==> src/rtl/sram_wb_pkg.sv <==
// Shared definitions for the SRAM Wishbone initiator and the slave wrapper:
// default widths and the burst-master state encoding.
package sram_wb_pkg;

   localparam int SRAM_ADDR_WD = 8;
   localparam int SRAM_DATA_WD = 32;
   localparam int SRAM_LEN_WD  = 8;
   localparam int SRAM_TIMEOUT = 16;

   typedef enum logic [1:0] {
      IDLE = 2'd0,
      WDAT = 2'd1,
      BUS  = 2'd2,
      RSP  = 2'd3
   } wb_state_e;

endpackage

==> src/rtl/sram_wb_timeout.sv <==
// Ack watchdog: counts cycles while enabled, clears on request, and flags
// expiry once the count reaches LIMIT-1. Used under SRAM_WB_MASTER_TIMEOUT_EN.
module sram_wb_timeout #(
   parameter int LIMIT = 16
) (
   input  logic wb_clk_i,
   input  logic wb_rst_i,
   input  logic clr_i,
   input  logic en_i,
   output logic expire_o
);

   localparam int CNT_WD = $clog2(LIMIT) + 1;

   logic [CNT_WD-1:0] cnt_q;

   always_ff @(posedge wb_clk_i) begin
      if (wb_rst_i || clr_i) begin
         cnt_q <= '0;
      end else if (en_i && !expire_o) begin
         cnt_q <= cnt_q + 1'b1;
      end
   end

   assign expire_o = (cnt_q == CNT_WD'(LIMIT - 1));

endmodule

==> src/rtl/sram_wb_master.sv <==
// Command-driven Wishbone classic burst initiator: one single-beat cycle per word.
// Optional ack watchdog enabled by defining SRAM_WB_MASTER_TIMEOUT_EN.
module sram_wb_master
   import sram_wb_pkg::*;
#(
   parameter int ADDR_WD = SRAM_ADDR_WD,
   parameter int DATA_WD = SRAM_DATA_WD,
   parameter int LEN_WD  = SRAM_LEN_WD,
   parameter int TIMEOUT = SRAM_TIMEOUT
) (
   input  logic                 wb_clk_i,
   input  logic                 wb_rst_i,
   // Handshakes: a transfer happens on an edge where valid and ready are both
   // high; valid holds its payload until that edge, ready never depends on valid.
   input  logic                 cmd_valid_i,
   output logic                 cmd_ready_o,
   input  logic                 cmd_we_i,
   input  logic [ADDR_WD-1:0]   cmd_adr_i,
   input  logic [LEN_WD-1:0]    cmd_len_i,
   input  logic [DATA_WD/8-1:0] cmd_sel_i,
   input  logic                 wr_valid_i,
   output logic                 wr_ready_o,
   input  logic [DATA_WD-1:0]   wr_dat_i,
   output logic                 rd_valid_o,
   input  logic                 rd_ready_i,
   output logic [DATA_WD-1:0]   rd_dat_o,
   output logic                 wb_cyc_o,
   output logic                 wb_stb_o,
   output logic                 wb_we_o,
   output logic [ADDR_WD-1:0]   wb_adr_o,
   output logic [DATA_WD-1:0]   wb_dat_o,
   output logic [DATA_WD/8-1:0] wb_sel_o,
   input  logic [DATA_WD-1:0]   wb_dat_i,
   input  logic                 wb_ack_i,
   output logic                 done_o,
   output logic                 err_o,
   output wb_state_e            dbg_state_o
);

   wb_state_e            state_q, state_d;
   logic                 we_q;
   logic [LEN_WD-1:0]    cnt_q;
   logic                 last;
   logic                 adv;
   logic                 done_q, done_d;

`ifdef SRAM_WB_MASTER_TIMEOUT_EN
   logic tmo_expire;
   logic err_q, err_d;

   sram_wb_timeout #(
      .LIMIT (TIMEOUT)
   ) u_timeout (
      .wb_clk_i (wb_clk_i),
      .wb_rst_i (wb_rst_i),
      .clr_i    (state_q != BUS),
      .en_i     ((state_q == BUS) && !wb_ack_i),
      .expire_o (tmo_expire)
   );

   assign err_o = err_q;
`else
   logic unused_timeout;
   assign unused_timeout = (TIMEOUT != 0);
   assign err_o          = 1'b0;
`endif

   assign last = (cnt_q == '0);

   always_comb begin
      state_d = state_q;
      done_d  = 1'b0;
      adv     = 1'b0;
`ifdef SRAM_WB_MASTER_TIMEOUT_EN
      err_d   = 1'b0;
`endif
      case (state_q)
         IDLE: begin
            if (cmd_valid_i) state_d = cmd_we_i ? WDAT : BUS;
         end
         WDAT: begin
            if (wr_valid_i) state_d = BUS;
         end
         BUS: begin
            if (wb_ack_i) begin
               if (!we_q) begin
                  state_d = RSP;
               end else if (last) begin
                  state_d = IDLE;
                  done_d  = 1'b1;
               end else begin
                  state_d = WDAT;
                  adv     = 1'b1;
               end
`ifdef SRAM_WB_MASTER_TIMEOUT_EN
            end else if (tmo_expire) begin
               // Ack in the limit cycle is handled above, so it wins over the abort.
               state_d = IDLE;
               err_d   = 1'b1;
`endif
            end
         end
         RSP: begin
            if (rd_ready_i) begin
               if (last) begin
                  state_d = IDLE;
                  done_d  = 1'b1;
               end else begin
                  state_d = BUS;
                  adv     = 1'b1;
               end
            end
         end
         default: state_d = IDLE;
      endcase
   end

   always_ff @(posedge wb_clk_i) begin
      if (wb_rst_i) begin
         state_q  <= IDLE;
         done_q   <= 1'b0;
         we_q     <= 1'b0;
         cnt_q    <= '0;
         wb_adr_o <= '0;
         wb_sel_o <= '0;
         wb_dat_o <= '0;
         rd_dat_o <= '0;
`ifdef SRAM_WB_MASTER_TIMEOUT_EN
         err_q    <= 1'b0;
`endif
      end else begin
         state_q <= state_d;
         done_q  <= done_d;
`ifdef SRAM_WB_MASTER_TIMEOUT_EN
         err_q   <= err_d;
`endif
         if (state_q == IDLE && cmd_valid_i) begin
            we_q     <= cmd_we_i;
            cnt_q    <= cmd_len_i;
            wb_adr_o <= cmd_adr_i;
            wb_sel_o <= cmd_sel_i;
         end
         if (state_q == WDAT && wr_valid_i) wb_dat_o <= wr_dat_i;
         if (state_q == BUS && wb_ack_i && !we_q) rd_dat_o <= wb_dat_i;
         // Address wraps naturally at 2**ADDR_WD.
         if (adv) begin
            wb_adr_o <= wb_adr_o + 1'b1;
            cnt_q    <= cnt_q - 1'b1;
         end
      end
   end

   assign cmd_ready_o = (state_q == IDLE);
   assign wr_ready_o  = (state_q == WDAT);
   assign rd_valid_o  = (state_q == RSP);
   assign wb_cyc_o    = (state_q != IDLE);
   assign wb_stb_o    = (state_q == BUS);
   assign wb_we_o     = we_q && (state_q != IDLE);
   assign done_o      = done_q;
   assign dbg_state_o = state_q;

endmodule

==> config.mk <==
export PLATFORM = sky130hd
export DESIGN_NAME = sram_wb_master
export DESIGN_NICKNAME = d
export VERILOG_FILES = /design/src/rtl/sram_wb_pkg.sv /design/src/rtl/sram_wb_timeout.sv /design/src/rtl/sram_wb_master.sv
export SDC_FILE = /design/constraint.sdc
export NUM_CORES = 1
export LEC_CHECK = 0
export CAP_MARGIN = 15
export CORE_MARGIN = 8
export CORE_UTILIZATION = 35
export CTS_CLUSTER_SIZE = 20
export DETAILED_ROUTE_END_ITERATION = 16
export PLACE_DENSITY = 0.71
export SETUP_SLACK_MARGIN = 0.02
export SLEW_MARGIN = 40
export SYNTH_ARGS = -nofsm -noshare
export SYNTH_HDL_FRONTEND = slang
export SYNTH_HIERARCHICAL = 1
export SYNTH_SLANG_ARGS = --single-unit
==> constraint.sdc <==
create_clock -name wb_clk_i -period 3.9 [get_ports wb_clk_i]
set_input_delay 0.585 -clock wb_clk_i [delete_from_list [all_inputs] [get_ports wb_clk_i]]
set_output_delay 0.585 -clock wb_clk_i [all_outputs]
set_load 0.005 [all_outputs]
==> metrics.txt <==
critical path arrival roughly 1900 ps; CP max-delay cell dfxtp_1; DP HPWL roughly 9000 um; Yosys warnings 6; largest net degree at the start of global routing between 50 and 60; routed vias/inst roughly 4.9; Ant. Diodes 0; Layout Nets around 700; Max-Cap Viols 0; # resized after CTS 0; Post-synth EDFFs 0; Placed Cells about 740; most common cell after layout, fill and taps aside clkdlybuf4s50_1; initial antenna violation count 0; clk sinks roughly 90; routability cong. between 0.9 and 1; Syn Nets between 500 and 600; commonest cells after routing, fill and taps aside 174 x clkdlybuf4s50_1, 152 x nand2_1, 89 x a21oi_1; Final Max Tran Viols 0; DR iter-0 viols 258; final cell count without fillers 751; Port Buffer Count around 180; Static Leakage 1.91 nW; die area ~0.014 mm2; Final setup viols 0; dominant synthesized flop cell dfxtp_1; synthesized cell area 0.00357 mm2; synthesized flop and latch total between 80 and 90; achievable frequency 403 MHz; # DRC 0; skew final 19.6 ps; combinational fraction of design power approximately a quarter; IO Count around 180; vias in the first global route around 3600; IR drop worst, VDD 0.000255 V; NetSw 0.675 mW; slowest cell delay on critical path between 600 and 700 ps; RSZ-0062 raised after global routing false; kind of critical path reg -> out; switch share around 29%; outcome complete, no violations; slew margin rel. roughly three fifths; Skew-Pair Late Insertion Delay 350 ps; drt pass-1 iters 4; setup total negative slack 0 ps; final WL 11800 um; crit-path max FO 14; min cycle time layout between 2000 and 2500 ps; Final Hold Vio Count 0; critical path launch point type flip-flop; H-tree Lvls 3; clock tree buffer depth 2; die width 117 um; sequential share of the synthesized area between 40% and 50%; layout cells sized above 1 around 5.5%; GRT overflow 0; height of the chip 117 um; cell row count 37; area delta synth->final 56.9%; hold buffers post-CTS 0; CTS Buf Count 9; Root Driver clkbuf_8; Post-DRT Antenna Nets 0; Least-Margin Pin Slew about 600 ps; PwrDens 415 mW/mm2; post-DR wirelength/cell around 16 um; Initial Utilization between 30% and 40%; ys async rst share 0%; Setup crit end kind primary output; Vias 3709; Worst-path clk slew 80 ps; period utilization between 60 and 70%; Syn Area/Cell slightly below 8 um2; CP Cell Sequence nor2_1 -> nor2b_1 -> clkdlybuf4s50_1; clock network power share between 30 and 40%; Reg power frac ~45%; Tot GR Track Use around 17%; Core Area between 0.01 and 0.015 mm2; Req. time, crit path approximately 3300 ps; synth unique cells 50; Pint 1.65 mW; # Post-CTS Setup Buffers 0; first-pass GRT wire length between 15000 and 20000 um; Min-Delay Path Class reg -> reg; CTS tree yes; Fill cells between 900 and 1000; Post-Synthesis Cells approximately 450
## power groups by stage
stage	logic (mW)	registers (mW)	clock network, mW
2_1_floorplan	0.304	1.04	0
3_3_place_gp	0.577	1.05	0
3_5_place_dp	0.585	1.06	0
4_1_cts	0.587	1.04	0.732
5_1_grt	0.640	1.05	0.762
6_report	0.582	1.04	0.703
## metrics by stage
stage                     hold WS [ps]  setup slack, ps  util, %  instance area, um2  power [mW]
after CTS                          458             1360     55.5                5600        2.36
after global routing               481             1290     55.5                5600        2.45
final                              455             1420     55.5                5600        2.32
after detailed placement           445             1450     53.2                5370        1.64
after global placement             441             1490     53.2                5370        1.63
after floorplan                    453             2160        -                3570        1.35
## state kept, by name, summed over array words and instances, names as in the netlist
name,flops
rd_dat_o,32
wb_adr_o,8
done_o,1
dbg_state_o,2
cnt_q,8
wb_dat_o,32
wb_sel_o,4
we_q,1
## path summary, 6_finish.rpt
| kind | start | to | slack [ps] | cells past startpoint |
|---|---|---|---|---|
| max | dbg_state_o[0]$_SDFFE_PP0P_ | wb_we_o | 1420 | 3 |
| min | rd_dat_o[3]$_SDFFE_PP0P_ | rd_dat_o[3]$_SDFFE_PP0P_ | 460 | 2 |
| max reg2reg | dbg_state_o[0]$_SDFFE_PP0P_ | wb_adr_o[5]$_SDFFE_PP0P_ | 1560 | 6 |
| min reg2reg | rd_dat_o[3]$_SDFFE_PP0P_ | rd_dat_o[3]$_SDFFE_PP0P_ | 460 | 2 |
## per-layer routing
| metal | wire length [um] | track usage [%] | vias up |
|---|---|---|---|
| li1 | - | - | 1832 |
| met1 | 4840 | 19.6 | 1703 |
| met2 | 5520 | 27.6 | 159 |
| met3 | 1260 | 6.00 | 15 |
| met4 | 184 | 6.14 | 0 |
| met5 | 0 | 0 | - |
## logic make-up after synthesis
| family | synth area share (%) |
|---|---|
| AOI/OAI and AO/OA | 18.8 |
| xor gates and xnor gates | 0.245 |
| adders and majority gates | 0.701 |
| buffers and inverters | 4.91 |
| DFF | 49.4 |
| muxes | 0.281 |
| other | 0.105 |
| and+or+nand+nor | 25.6 |
## synthesized netlist by cell type, drive strengths merged (2+ instances only)
master | count | area (um2)
nor3 | 6 | 30.0
buf | 15 | 96.3
nand3b | 4 | 30.0
or3 | 2 | 12.5
nand2 | 154 | 581
nor2 | 8 | 37.5
a22oi | 4 | 30.0
o21bai | 2 | 18.8
or4 | 2 | 15.0
nor4 | 5 | 46.3
dfxtp | 88 | 1760
o211ai | 3 | 22.5
nand3 | 7 | 35.0
a31oi | 2 | 18.8
ha | 2 | 25.0
o21ai | 5 | 25.0
a2bb2oi | 3 | 26.3
and2 | 3 | 18.8
a32oi | 2 | 17.5
nand2b | 5 | 38.8
o31ai | 2 | 15.0
inv | 5 | 18.8
nor2b | 3 | 21.3
a21oi | 90 | 454
clkbuf | 16 | 60.1
## layout make-up
type                    instances  area (um2)  share of cell area, %
inverters                       5        18.8                  0.335
flip-flops and latches         88        1760                   31.5
multi-input cells             327        1640                   29.4
well taps                     136         170                   3.04
clock inverters                 7         101                   1.81
clock buffers                   9         124                   2.21
repair buffers                179        1780                   31.8
## critical path, delay by kind of cell, from the launching register on
| family | cells | cell delay, ps |
|---|---|---|
| flip-flops | 1 | 660 |
| AND/OR/NAND/NOR | 2 | 380 |
| buffers and inverters | 1 | 520 |
No activity file was read; power rests on OpenSTA's default activity.
